[config.mk]
export PLATFORM = sky130hd
export DESIGN_NAME = alu_mul_unit
export DESIGN_NICKNAME = d
export VERILOG_FILES = /design/src/rtl/alu_mul_unit.sv
export SDC_FILE = /design/constraint.sdc
export NUM_CORES = 2
export LEC_CHECK = 0
export CELL_PAD_IN_SITES_DETAIL_PLACEMENT = 1
export CELL_PAD_IN_SITES_GLOBAL_PLACEMENT = 1
export CORE_ASPECT_RATIO = 0.5
export CORE_UTILIZATION = 45
export DETAILED_ROUTE_END_ITERATION = 16
export PLACE_DENSITY = 0.8
export SETUP_SLACK_MARGIN = 0.15
export SLEW_MARGIN = 10
export SYNTH_ARGS = -nofsm -noshare
export SYNTH_HDL_FRONTEND = slang
export SYNTH_SLANG_ARGS = --single-unit
[constraint.sdc]
create_clock -name clk -period 17.9 [get_ports clk]
set_input_delay 3.58 -clock clk [delete_from_list [all_inputs] [get_ports clk]]
set_output_delay 3.58 -clock clk [all_outputs]
set_load 0.1 [all_outputs]
[src/rtl/alu_mul_unit.sv]
// Execute unit: 16 ARM data-processing ops (1-cycle) and iterative MUL/MLA/xMULL/xMLAL, STEP multiplier bits/cycle.
// Latency 1 for data ops, m(+1 when accumulating) for multiplies; in_ready low while a multiply is in flight.
module alu_mul_unit #(
  parameter int WIDTH = 32,
  parameter int STEP  = 8
) (
  input  logic             clk,
  input  logic             reset,
  input  logic             in_valid,
  output logic             in_ready,
  input  logic [4:0]       op,
  input  logic [WIDTH-1:0] op_a,
  input  logic [WIDTH-1:0] op_b,
  input  logic [WIDTH-1:0] acc_lo,
  input  logic [WIDTH-1:0] acc_hi,
  input  logic             shifter_carry,
  input  logic [3:0]       flags_in,
  output logic             out_valid,
  output logic [WIDTH-1:0] result_lo,
  output logic [WIDTH-1:0] result_hi,
  output logic [3:0]       flags_out,
  output logic [3:0]       mul_cycles
);

  localparam int N  = WIDTH / STEP;
  localparam int CW = $clog2(N + 1);
  localparam int W2 = 2 * WIDTH;

  typedef enum logic [1:0] {S_IDLE, S_MUL, S_ACC} state_t;

  state_t            state_q, state_d;
  logic [W2-1:0]     mcand_q, mcand_d;
  logic [WIDTH-1:0]  mplier_q, mplier_d;
  logic [W2-1:0]     prod_q, prod_d;
  logic [W2-1:0]     acc_q, acc_d;
  logic [CW-1:0]     rem_q, rem_d;
  logic [CW-1:0]     m_q, m_d;
  logic              long_q, long_d;
  logic              acc_en_q, acc_en_d;
  logic              neg_q, neg_d;
  logic [1:0]        cv_q, cv_d;
  logic              out_valid_q, out_valid_d;
  logic [WIDTH-1:0]  result_lo_q, result_lo_d;
  logic [WIDTH-1:0]  result_hi_q, result_hi_d;
  logic [3:0]        flags_q, flags_d;
  logic [3:0]        mul_cycles_q, mul_cycles_d;

  logic              idle;
  logic              unused_flags_nz;

  assign idle            = (state_q == S_IDLE);
  assign in_ready        = idle;
  assign unused_flags_nz = ^flags_in[3:2];

  assign out_valid  = out_valid_q;
  assign result_lo  = result_lo_q;
  assign result_hi  = result_hi_q;
  assign flags_out  = flags_q;
  assign mul_cycles = mul_cycles_q;

  // ---------------- data-processing ALU ----------------
  logic [WIDTH-1:0]  x_op, y_op, logic_res, alu_res;
  logic [WIDTH:0]    sum;
  logic              cin, arith, alu_c, alu_v;

  always_comb begin
    x_op      = op_a;
    y_op      = op_b;
    cin       = 1'b0;
    arith     = 1'b1;
    logic_res = '0;
    case (op[3:0])
      4'h0, 4'h8: begin arith = 1'b0; logic_res = op_a & op_b;  end
      4'h1, 4'h9: begin arith = 1'b0; logic_res = op_a ^ op_b;  end
      4'hC:       begin arith = 1'b0; logic_res = op_a | op_b;  end
      4'hD:       begin arith = 1'b0; logic_res = op_b;         end
      4'hE:       begin arith = 1'b0; logic_res = op_a & ~op_b; end
      4'hF:       begin arith = 1'b0; logic_res = ~op_b;        end
      4'h2, 4'hA: begin y_op = ~op_b; cin = 1'b1; end
      4'h3:       begin x_op = op_b; y_op = ~op_a; cin = 1'b1; end
      4'h5:       cin = flags_in[1];
      4'h6:       begin y_op = ~op_b; cin = flags_in[1]; end
      4'h7:       begin x_op = op_b; y_op = ~op_a; cin = flags_in[1]; end
      default:    begin end
    endcase
    // Subtracts run as x + ~y + cin, so the carry-out is already NOT borrow.
    sum     = {1'b0, x_op} + {1'b0, y_op} + {{WIDTH{1'b0}}, cin};
    alu_res = arith ? sum[WIDTH-1:0] : logic_res;
    alu_c   = arith ? sum[WIDTH] : shifter_carry;
    alu_v   = arith ? ((x_op[WIDTH-1] == y_op[WIDTH-1]) && (sum[WIDTH-1] != x_op[WIDTH-1]))
                    : flags_in[0];
  end

  // ---------------- early-termination count ----------------
  logic              term_ones_in;
  logic [CW-1:0]     m_calc;

  assign term_ones_in = !op[2] || op[1];

  always_comb begin
    m_calc = CW'(N);
    for (int k = N - 1; k >= 1; k--) begin
      if (((op_b >> (k * STEP)) == '0) || (term_ones_in && (((~op_b) >> (k * STEP)) == '0)))
        m_calc = CW'(k);
    end
  end

  // ---------------- shared multiply iteration ----------------
  // The first iteration runs on the live inputs during the accept cycle.
  logic [W2-1:0]     mcand_cur, mcand_nxt, partial, prod_cur, prod_step, fin_res;
  logic [WIDTH-1:0]  mplier_cur;
  logic [CW-1:0]     rem_cur, m_cur;
  logic              neg_cur, long_cur, last, fin_n, fin_z;
  logic [1:0]        cv_cur;

  always_comb begin
    if (idle) begin
      mcand_cur = (op[2] && op[1]) ? {{WIDTH{op_a[WIDTH-1]}}, op_a} : {{WIDTH{1'b0}}, op_a};
      mplier_cur = op_b;
      prod_cur   = '0;
      rem_cur    = m_calc;
      m_cur      = m_calc;
      neg_cur    = term_ones_in && op_b[WIDTH-1];
      long_cur   = op[2];
      cv_cur     = flags_in[1:0];
    end else begin
      mcand_cur  = mcand_q;
      mplier_cur = mplier_q;
      prod_cur   = prod_q;
      rem_cur    = rem_q;
      m_cur      = m_q;
      neg_cur    = neg_q;
      long_cur   = long_q;
      cv_cur     = cv_q;
    end
    last      = (rem_cur == CW'(1));
    partial   = mcand_cur * W2'(mplier_cur[STEP-1:0]);
    mcand_nxt = mcand_cur << STEP;
    // Digits were summed as unsigned; a negative multiplier's sign weight is -2^(m*STEP).
    prod_step = prod_cur + partial - ((last && neg_cur) ? mcand_nxt : '0);
    fin_res   = (state_q == S_ACC) ? (prod_q + acc_q) : prod_step;
    fin_n     = long_cur ? fin_res[W2-1] : fin_res[WIDTH-1];
    fin_z     = long_cur ? (fin_res == '0) : (fin_res[WIDTH-1:0] == '0);
  end

  // ---------------- FSM next state / outputs ----------------
  logic step, fin;

  always_comb begin
    state_d      = state_q;
    mcand_d      = mcand_q;
    mplier_d     = mplier_q;
    prod_d       = prod_q;
    acc_d        = acc_q;
    rem_d        = rem_q;
    m_d          = m_q;
    long_d       = long_q;
    acc_en_d     = acc_en_q;
    neg_d        = neg_q;
    cv_d         = cv_q;
    out_valid_d  = 1'b0;
    result_lo_d  = result_lo_q;
    result_hi_d  = result_hi_q;
    flags_d      = flags_q;
    mul_cycles_d = mul_cycles_q;
    step         = 1'b0;
    fin          = 1'b0;
    case (state_q)
      S_IDLE: begin
        if (in_valid) begin
          if (op[4]) begin
            step     = 1'b1;
            long_d   = op[2];
            acc_en_d = op[0];
            m_d      = m_calc;
            neg_d    = neg_cur;
            cv_d     = flags_in[1:0];
            acc_d    = {(op[2] ? acc_hi : {WIDTH{1'b0}}), acc_lo};
            if (!last)      state_d = S_MUL;
            else if (op[0]) state_d = S_ACC;
            else            fin = 1'b1;
          end else begin
            out_valid_d  = 1'b1;
            result_lo_d  = alu_res;
            result_hi_d  = '0;
            flags_d      = {alu_res[WIDTH-1], (alu_res == '0), alu_c, alu_v};
            mul_cycles_d = '0;
          end
        end
      end
      S_MUL: begin
        step = 1'b1;
        if (last) begin
          if (acc_en_q) begin
            state_d = S_ACC;
          end else begin
            state_d = S_IDLE;
            fin     = 1'b1;
          end
        end
      end
      S_ACC: begin
        state_d = S_IDLE;
        fin     = 1'b1;
      end
      default: state_d = S_IDLE;
    endcase
    if (step) begin
      mcand_d  = mcand_nxt;
      mplier_d = mplier_cur >> STEP;
      prod_d   = prod_step;
      rem_d    = rem_cur - CW'(1);
    end
    if (fin) begin
      out_valid_d  = 1'b1;
      result_lo_d  = fin_res[WIDTH-1:0];
      result_hi_d  = long_cur ? fin_res[W2-1:WIDTH] : '0;
      flags_d      = {fin_n, fin_z, cv_cur};
      mul_cycles_d = 4'(m_cur);
    end
  end

  always_ff @(posedge clk) begin
    if (reset) begin
      state_q      <= S_IDLE;
      mcand_q      <= '0;
      mplier_q     <= '0;
      prod_q       <= '0;
      acc_q        <= '0;
      rem_q        <= '0;
      m_q          <= '0;
      long_q       <= 1'b0;
      acc_en_q     <= 1'b0;
      neg_q        <= 1'b0;
      cv_q         <= '0;
      out_valid_q  <= 1'b0;
      result_lo_q  <= '0;
      result_hi_q  <= '0;
      flags_q      <= '0;
      mul_cycles_q <= '0;
    end else begin
      state_q      <= state_d;
      mcand_q      <= mcand_d;
      mplier_q     <= mplier_d;
      prod_q       <= prod_d;
      acc_q        <= acc_d;
      rem_q        <= rem_d;
      m_q          <= m_d;
      long_q       <= long_d;
      acc_en_q     <= acc_en_d;
      neg_q        <= neg_d;
      cv_q         <= cv_d;
      out_valid_q  <= out_valid_d;
      result_lo_q  <= result_lo_d;
      result_hi_q  <= result_hi_d;
      flags_q      <= flags_d;
      mul_cycles_q <= mul_cycles_d;
    end
  end

endmodule

# Word-level counts from Yosys, hierarchy flattened
# Index checks and enable logic that the tools add are counted.
[op_classes]
n_addsub = 6
mul = 1
div_mod_pow = 0
order_cmp = 0
eq_ne = 23
shift = 0
n_mux = 62
n_bitwise = 6
n_reduce_logical = 35
[ops]
columns = ["op", "count"]
rows = [
  ["2-to-1 mux 32 bit", 13],
  ["2-to-1 mux 64 bit", 5],
  ["logical NOT 32 bit", 8],
  ["case mux 32 bit (6 select lines)", 1],
  ["adder 64 bit", 2],
  ["AND 32 bit", 2],
  ["logical NOT 64 bit", 1],
  ["multiplier 64 x 8 -> 64 bit", 1],
  ["NOT 32 bit", 2],
  ["case mux 32 bit (2 select lines)", 1],
  ["subtractor 64 bit", 1],
  ["adder 32 x 32 -> 33 bit", 1],
  ["adder 33 x 1 -> 33 bit", 1],
  ["OR 32 bit", 1],
  ["XOR 32 bit", 1],
  ["equality test 4 bit, second input constant", 7],
  ["2-to-1 mux 3 bit", 9],
  ["2-to-1 mux 1 bit", 18],
  ["2-to-1 mux 4 bit", 4],
  ["2-to-1 mux 2 bit", 7],
  ["equality test 4 x 3 -> 1 bit, second input constant", 3],
  ["OR reduction 3 bit", 3],
  ["equality test 4 x 2 -> 1 bit, second input constant", 2],
  ["OR reduction 8 bit", 1],
  ["other kinds (22)", 38],
]
[word_totals]
reg_bits = 293
latchBits = 0
ramBits = 0
mem_bits_ro = 0
input_bits = 141
output_inout_bits = 74
wordCells = 149
mem_count = 0

# Logic depth before layout (Yosys ltp)
[depth]
word_depth = 16
depth_mapped = 41
ltp_nobuf = 36

# Least setup slack after synthesis
# No wires, ideal clock.
[synth_path]
path_type = "input to register"
from = "input op_b[28]"
to = "register flags_q[2] (netlist: flags_out[2])"
setup_time_ns = 0.096
arrival_ns = 12.509
required_time_ns = 17.804
setup_slack_ns = 5.295
path_stages = 39
path_buffers = 4
path_cell_list = "buf_2 > nand3_1 > or4b_1 > or3_1 > o32ai_1 > a31oi_1 > nand2_1 > o21a_1 > ha_1 > nand2_1 > or2_1 > a21oi_1 > clkbuf_1 > clkbuf_1 > nand2_1 > fa_1 > inv_1 > fa_1 > (+3 left out) > inv_1 > fa_1 > inv_1 > ha_1 > buf_2 > a211oi_1 > o21bai_1 > a211oi_2 > nand2_1 > a31o_1 > xor2_1 > o32a_1 > or4_4 > nor4_4 > nand4_1 > nor4_2 > nand4_1 > o41ai_2"
[synth_between]
elab_chain_cells = 16
elab_cells_between_ends = 49
classes_between = "add/sub (3); eq/ne (2); mux (20); bitwise (5); reduce/logical (19)"
[synth_rtl]
columns = ["element", "line_no", "text"]
rows = [
  ["start: declaration", "13", "input logic [WIDTH-1:0] op_b,"],
  ["NOT 32 bit", "n/a", ""],
  ["logical NOT 32 bit", "103", "if (((op_b >> (k * STEP)) == '0) || (term_ones_in && (((~op_b) >> (k * STEP)) == '0)))"],
  ["logical AND 1 bit", "103", ""],
  ["logical OR 1 bit", "103", ""],
  ["2-to-1 mux 3 bit (3 in a row)", "103", ""],
  ["2-to-1 mux 3 bit", "117", "if (idle) begin"],
  ["equality test 3 x 1 -> 1 bit", "136", "last = (rem_cur == CW'(1));"],
  ["logical AND 1 bit", "140", "prod_step = prod_cur + partial - ((last && neg_cur) ? mcand_nxt : '0);"],
  ["2-to-1 mux 64 bit", "140", ""],
  ["subtractor 64 bit", "140", ""],
  ["2-to-1 mux 64 bit", "141", "fin_res = (state_q == S_ACC) ? (prod_q + acc_q) : prod_step;"],
  ["logical NOT 64 bit or logical NOT 32 bit (tied branches)", "143", "fin_z = long_cur ? (fin_res == '0) : (fin_res[WIDTH-1:0] == '0);"],
  ["2-to-1 mux 1 bit", "143", ""],
  ["2-to-1 mux 4 bit", "214", "if (fin) begin"],
  ["end signal: assignment", "256", "flags_q <= flags_d;"],
  ["end: declaration", "45", "logic [3:0] flags_q, flags_d;"],
]
# Several ways; a longest one is shown, not always the timed one. The select of a mux whose other input is x is not followed.
# A chain may end at the register's enable or synchronous reset.

# Worst setup path in the final report
[layout_path]
from = "input op_b[31]"
to = "register flags_q[2] (netlist: flags_out[2])"
# Same word-level chain as after synthesis.

==> impl_metrics.json <==
{
  "status": "finished clean",
  "fin_skew_ps": 39.88,
  "syn_nets": 6293,
  "drt_iter0_drc": 4030,
  "hold_viol": 0,
  "power_frac_seq_pct": 9.3,
  "dieHeight_um": 214.1,
  "portBuffers": 211,
  "placed_area_um2": 43480,
  "grt_pass1_vias": 41530,
  "multi_input_area_um2": 30610,
  "cp_common_cell": "fa_1",
  "crit_slowest_cell": "a21oi_4",
  "drt-met1-wl_um": 78750,
  "cp.arrival_ps": 15710,
  "fillCellCount": 11060,
  "rows": 77,
  "final_cell_area_um2": 44690,
  "synth-warning-count": 0,
  "synth.avg_cell_area_um2": 7.388,
  "cts_buffers": 34,
  "grt-ovfl-total": 0,
  "die_x_um": 426.2,
  "finalWirelength_um": 173700,
  "critPathCaptureType": "flop",
  "hold_ws_ps": 460.2,
  "p_switching_mw": 5.591,
  "slew_headroom_pct": 3.450,
  "power_frac_comb_pct": 81.9,
  "pre_cts_ws_ps": 2499,
  "grt_start_max_net_pins": 191,
  "ir_drop_v": 0.0001795,
  "drv_cap": 0,
  "clockRootBuffer": "clkbuf_16",
  "required_ps": 18410,
  "nets": 6274,
  "dpl.cell_count": 6609,
  "final_cell_mix": "nand2_1 (842), inv_1 (757), nor2_1 (579)",
  "tightest_slew_ps": 1440,
  "ios": 215,
  "ys.flop_type": "dfxtp_1",
  "gp_congestion": 1.004,
  "grt_pass1_wl_um": 263100,
  "ys_seq_area_share_pct": 14.49,
  "fin_setup_tns_ps": 0,
  "avgRoutedWirePerCell_um": 26.02,
  "clock-sinks": 293,
  "avgViaCountPerCell": 6.138,
  "synth_top_cells_by_area": "fa_1 (23%), dfxtp_1 (14%), nand2_1 (7.8%)",
  "async_reset_ff_share_pct": 0,
  "clock_tree.buffer_depth": 3,
  "swShare_pct": 61.20,
  "met2WireLength_um": 68700,
  "routed.top_layer": "met5",
  "synth_seq_cells": 293,
  "fin_total_pwr_mw": 9.136,
  "h-tree-depth": 2,
  "dp_hpwl_um": 137300,
  "core_area_um2": 88730,
  "clock_latency_ps": 620,
  "syn-instance-count": 5480,
  "tritoncts": "done",
  "cts_setup_buffers": 0,
  "critPathLaunchType": "primary input",
  "wl_met3_um": 22390,
  "synth_edf_count": 0,
  "syn_area_um2": 40490,
  "critical_path_class": "primary input to flop",
  "drive_gt1_share_pct": 3.883,
  "worstPathMaxFanout": 30,
  "post_cts_resized": 0,
  "fin_crit_sh_pct": 84.92,
  "track_usage_pct": 37.95,
  "area_delta_synth_final_pct": 10.39,
  "synth_top_area_share_pct": 23.19,
  "p_leak_nw": 20.08,
  "drv_slew": 0,
  "setup_violations": 0,
  "dr.pass1.iters": 6,
  "vias": 40970,
  "setup_ws_ps": 2699,
  "stdcell_count": 6675,
  "rsz0062_at_grt": "no",
  "min_path_type": "flop to flop",
  "register_area_um2": 5866,
  "ys_types": 102,
  "cts_hold_buf": 0,
  "power_density_nw_per_um2": 204.4,
  "cpPeakStageDelay_ps": 830,
  "internal_power_mw": 3.545,
  "antenna_found_initial": 10,
  "clock.fmax_mhz": 65.79,
  "yosys.area.top_type": "fa_1",
  "start_util_pct": 45.63,
  "p_clk_share_pct": 8.8,
  "ant_nets": 0,
  "final_common_cell": "nand2_1",
  "layout_min_cycle_time_ps": 15200,
  "path_clk_slew_ps": 70,
  "postLayoutCoreUtil_pct": 50.37,
  "post-route-drc-count": 0,
  "dieArea_um2": 91250
}
[per-layer routing]
metal / track usage, % / up-vias
li1: - / 18040
met1: 57.37 / 20820
met2: 52.15 / 1854
met3: 11.78 / 252
met4: 8.076 / 10
met5: 0 / -
[synth_stat cells, types with 13 or more instances]
| cell | instances |
|---|---|
| a211oi_1 | 105 |
| a21boi_0 | 31 |
| a21o_1 | 98 |
| a21oi_1 | 377 |
| a221oi_1 | 30 |
| a22o_1 | 13 |
| a22oi_1 | 33 |
| a311oi_1 | 21 |
| a31oi_1 | 31 |
| and2_1 | 30 |
| and3_1 | 13 |
| buf_1 | 38 |
| buf_2 | 17 |
| clkbuf_1 | 276 |
| dfxtp_1 | 293 |
| fa_1 | 469 |
| ha_1 | 203 |
| inv_1 | 757 |
| mux2i_1 | 40 |
| nand2_1 | 842 |
| nand2b_1 | 31 |
| nand3_1 | 106 |
| nand4_1 | 50 |
| nor2_1 | 583 |
| nor2b_1 | 20 |
| nor3_1 | 94 |
| nor4_1 | 14 |
| o211ai_1 | 33 |
| o21a_1 | 36 |
| o21ai_0 | 311 |
| o21ai_1 | 22 |
| o21bai_1 | 21 |
| o22ai_1 | 14 |
| o31ai_1 | 14 |
| or3_1 | 21 |
| xnor2_1 | 74 |
| xor2_1 | 89 |
[registers in the layout, summed over array words and instances, names as in the netlist, 2 cells and up]
register,flops
mul_cycles,3
m_q,3
mcand_q,56
cv_q,2
acc_q,64
result_lo,32
state_q,2
mplier_q,24
result_hi,32
rem_q,3
prod_q,64
flags_out,4
[worst max-delay path: cells and delay by family]
kind	cells	cell delay (ps)
muxes	1	280
and+or+nand+nor	13	3770
adders and majority gates	7	3210
AOI/OAI and AO/OA	9	3810
buffers and inverters	4	1010
[power groups by stage]
| stage | registers [mW] | clock network [mW] | logic [mW] |
|---|---|---|---|
| floorplan | 0.848 | 0 | 4.47 |
| global placement | 0.852 | 0 | 6.95 |
| detailed placement | 0.855 | 0 | 7.11 |
| CTS | 0.841 | 0.802 | 7.20 |
| global route | 0.852 | 0.831 | 7.99 |
| finish | 0.853 | 0.803 | 7.48 |
[cell type report]
class,instances,share of cell area (%)
multi-input combinational,4083,68.48
sequential,293,13.12
inverter,766,6.433
timing repair buffer,283,5.938
tap,1185,3.317
clock buffer,43,2.069
clock inverter,18,0.6187
antenna,4,0.02240
[path summary, 6_finish.rpt]
| kind | slack (ps) | to | depth (start not counted) | start |
|---|---|---|---|---|
| setup / recovery | 2700 | flags_out[2] | 34 | op_b[31] |
| hold / removal | 460 | acc_q[23] | 2 | acc_q[23] |
| setup reg to reg | 7040 | flags_out[2] | 31 | state_q[1] |
| hold reg to reg | 460 | acc_q[23] | 2 | acc_q[23] |
[logic make-up (layout without fill, tap and decap cells)]
logic type / Yosys count / in the layout / share of synthesized area [%]
multiplexers: 42 / 42 / 1.044
adder cells (fa/ha/maj): 672 / 672 / 29.46
flip-flops: 293 / 293 / 14.49
buffers and inverters: 1104 / 1110 / 10.37
XOR/XNOR: 165 / 165 / 3.637
AO/OA/AOI/OAI: 1333 / 1333 / 21.17
other: 1 / 5 / 0.009262
AND/OR/NAND/NOR: 1870 / 1870 / 19.82
Note: power is estimated with default switching activity, not from simulation.
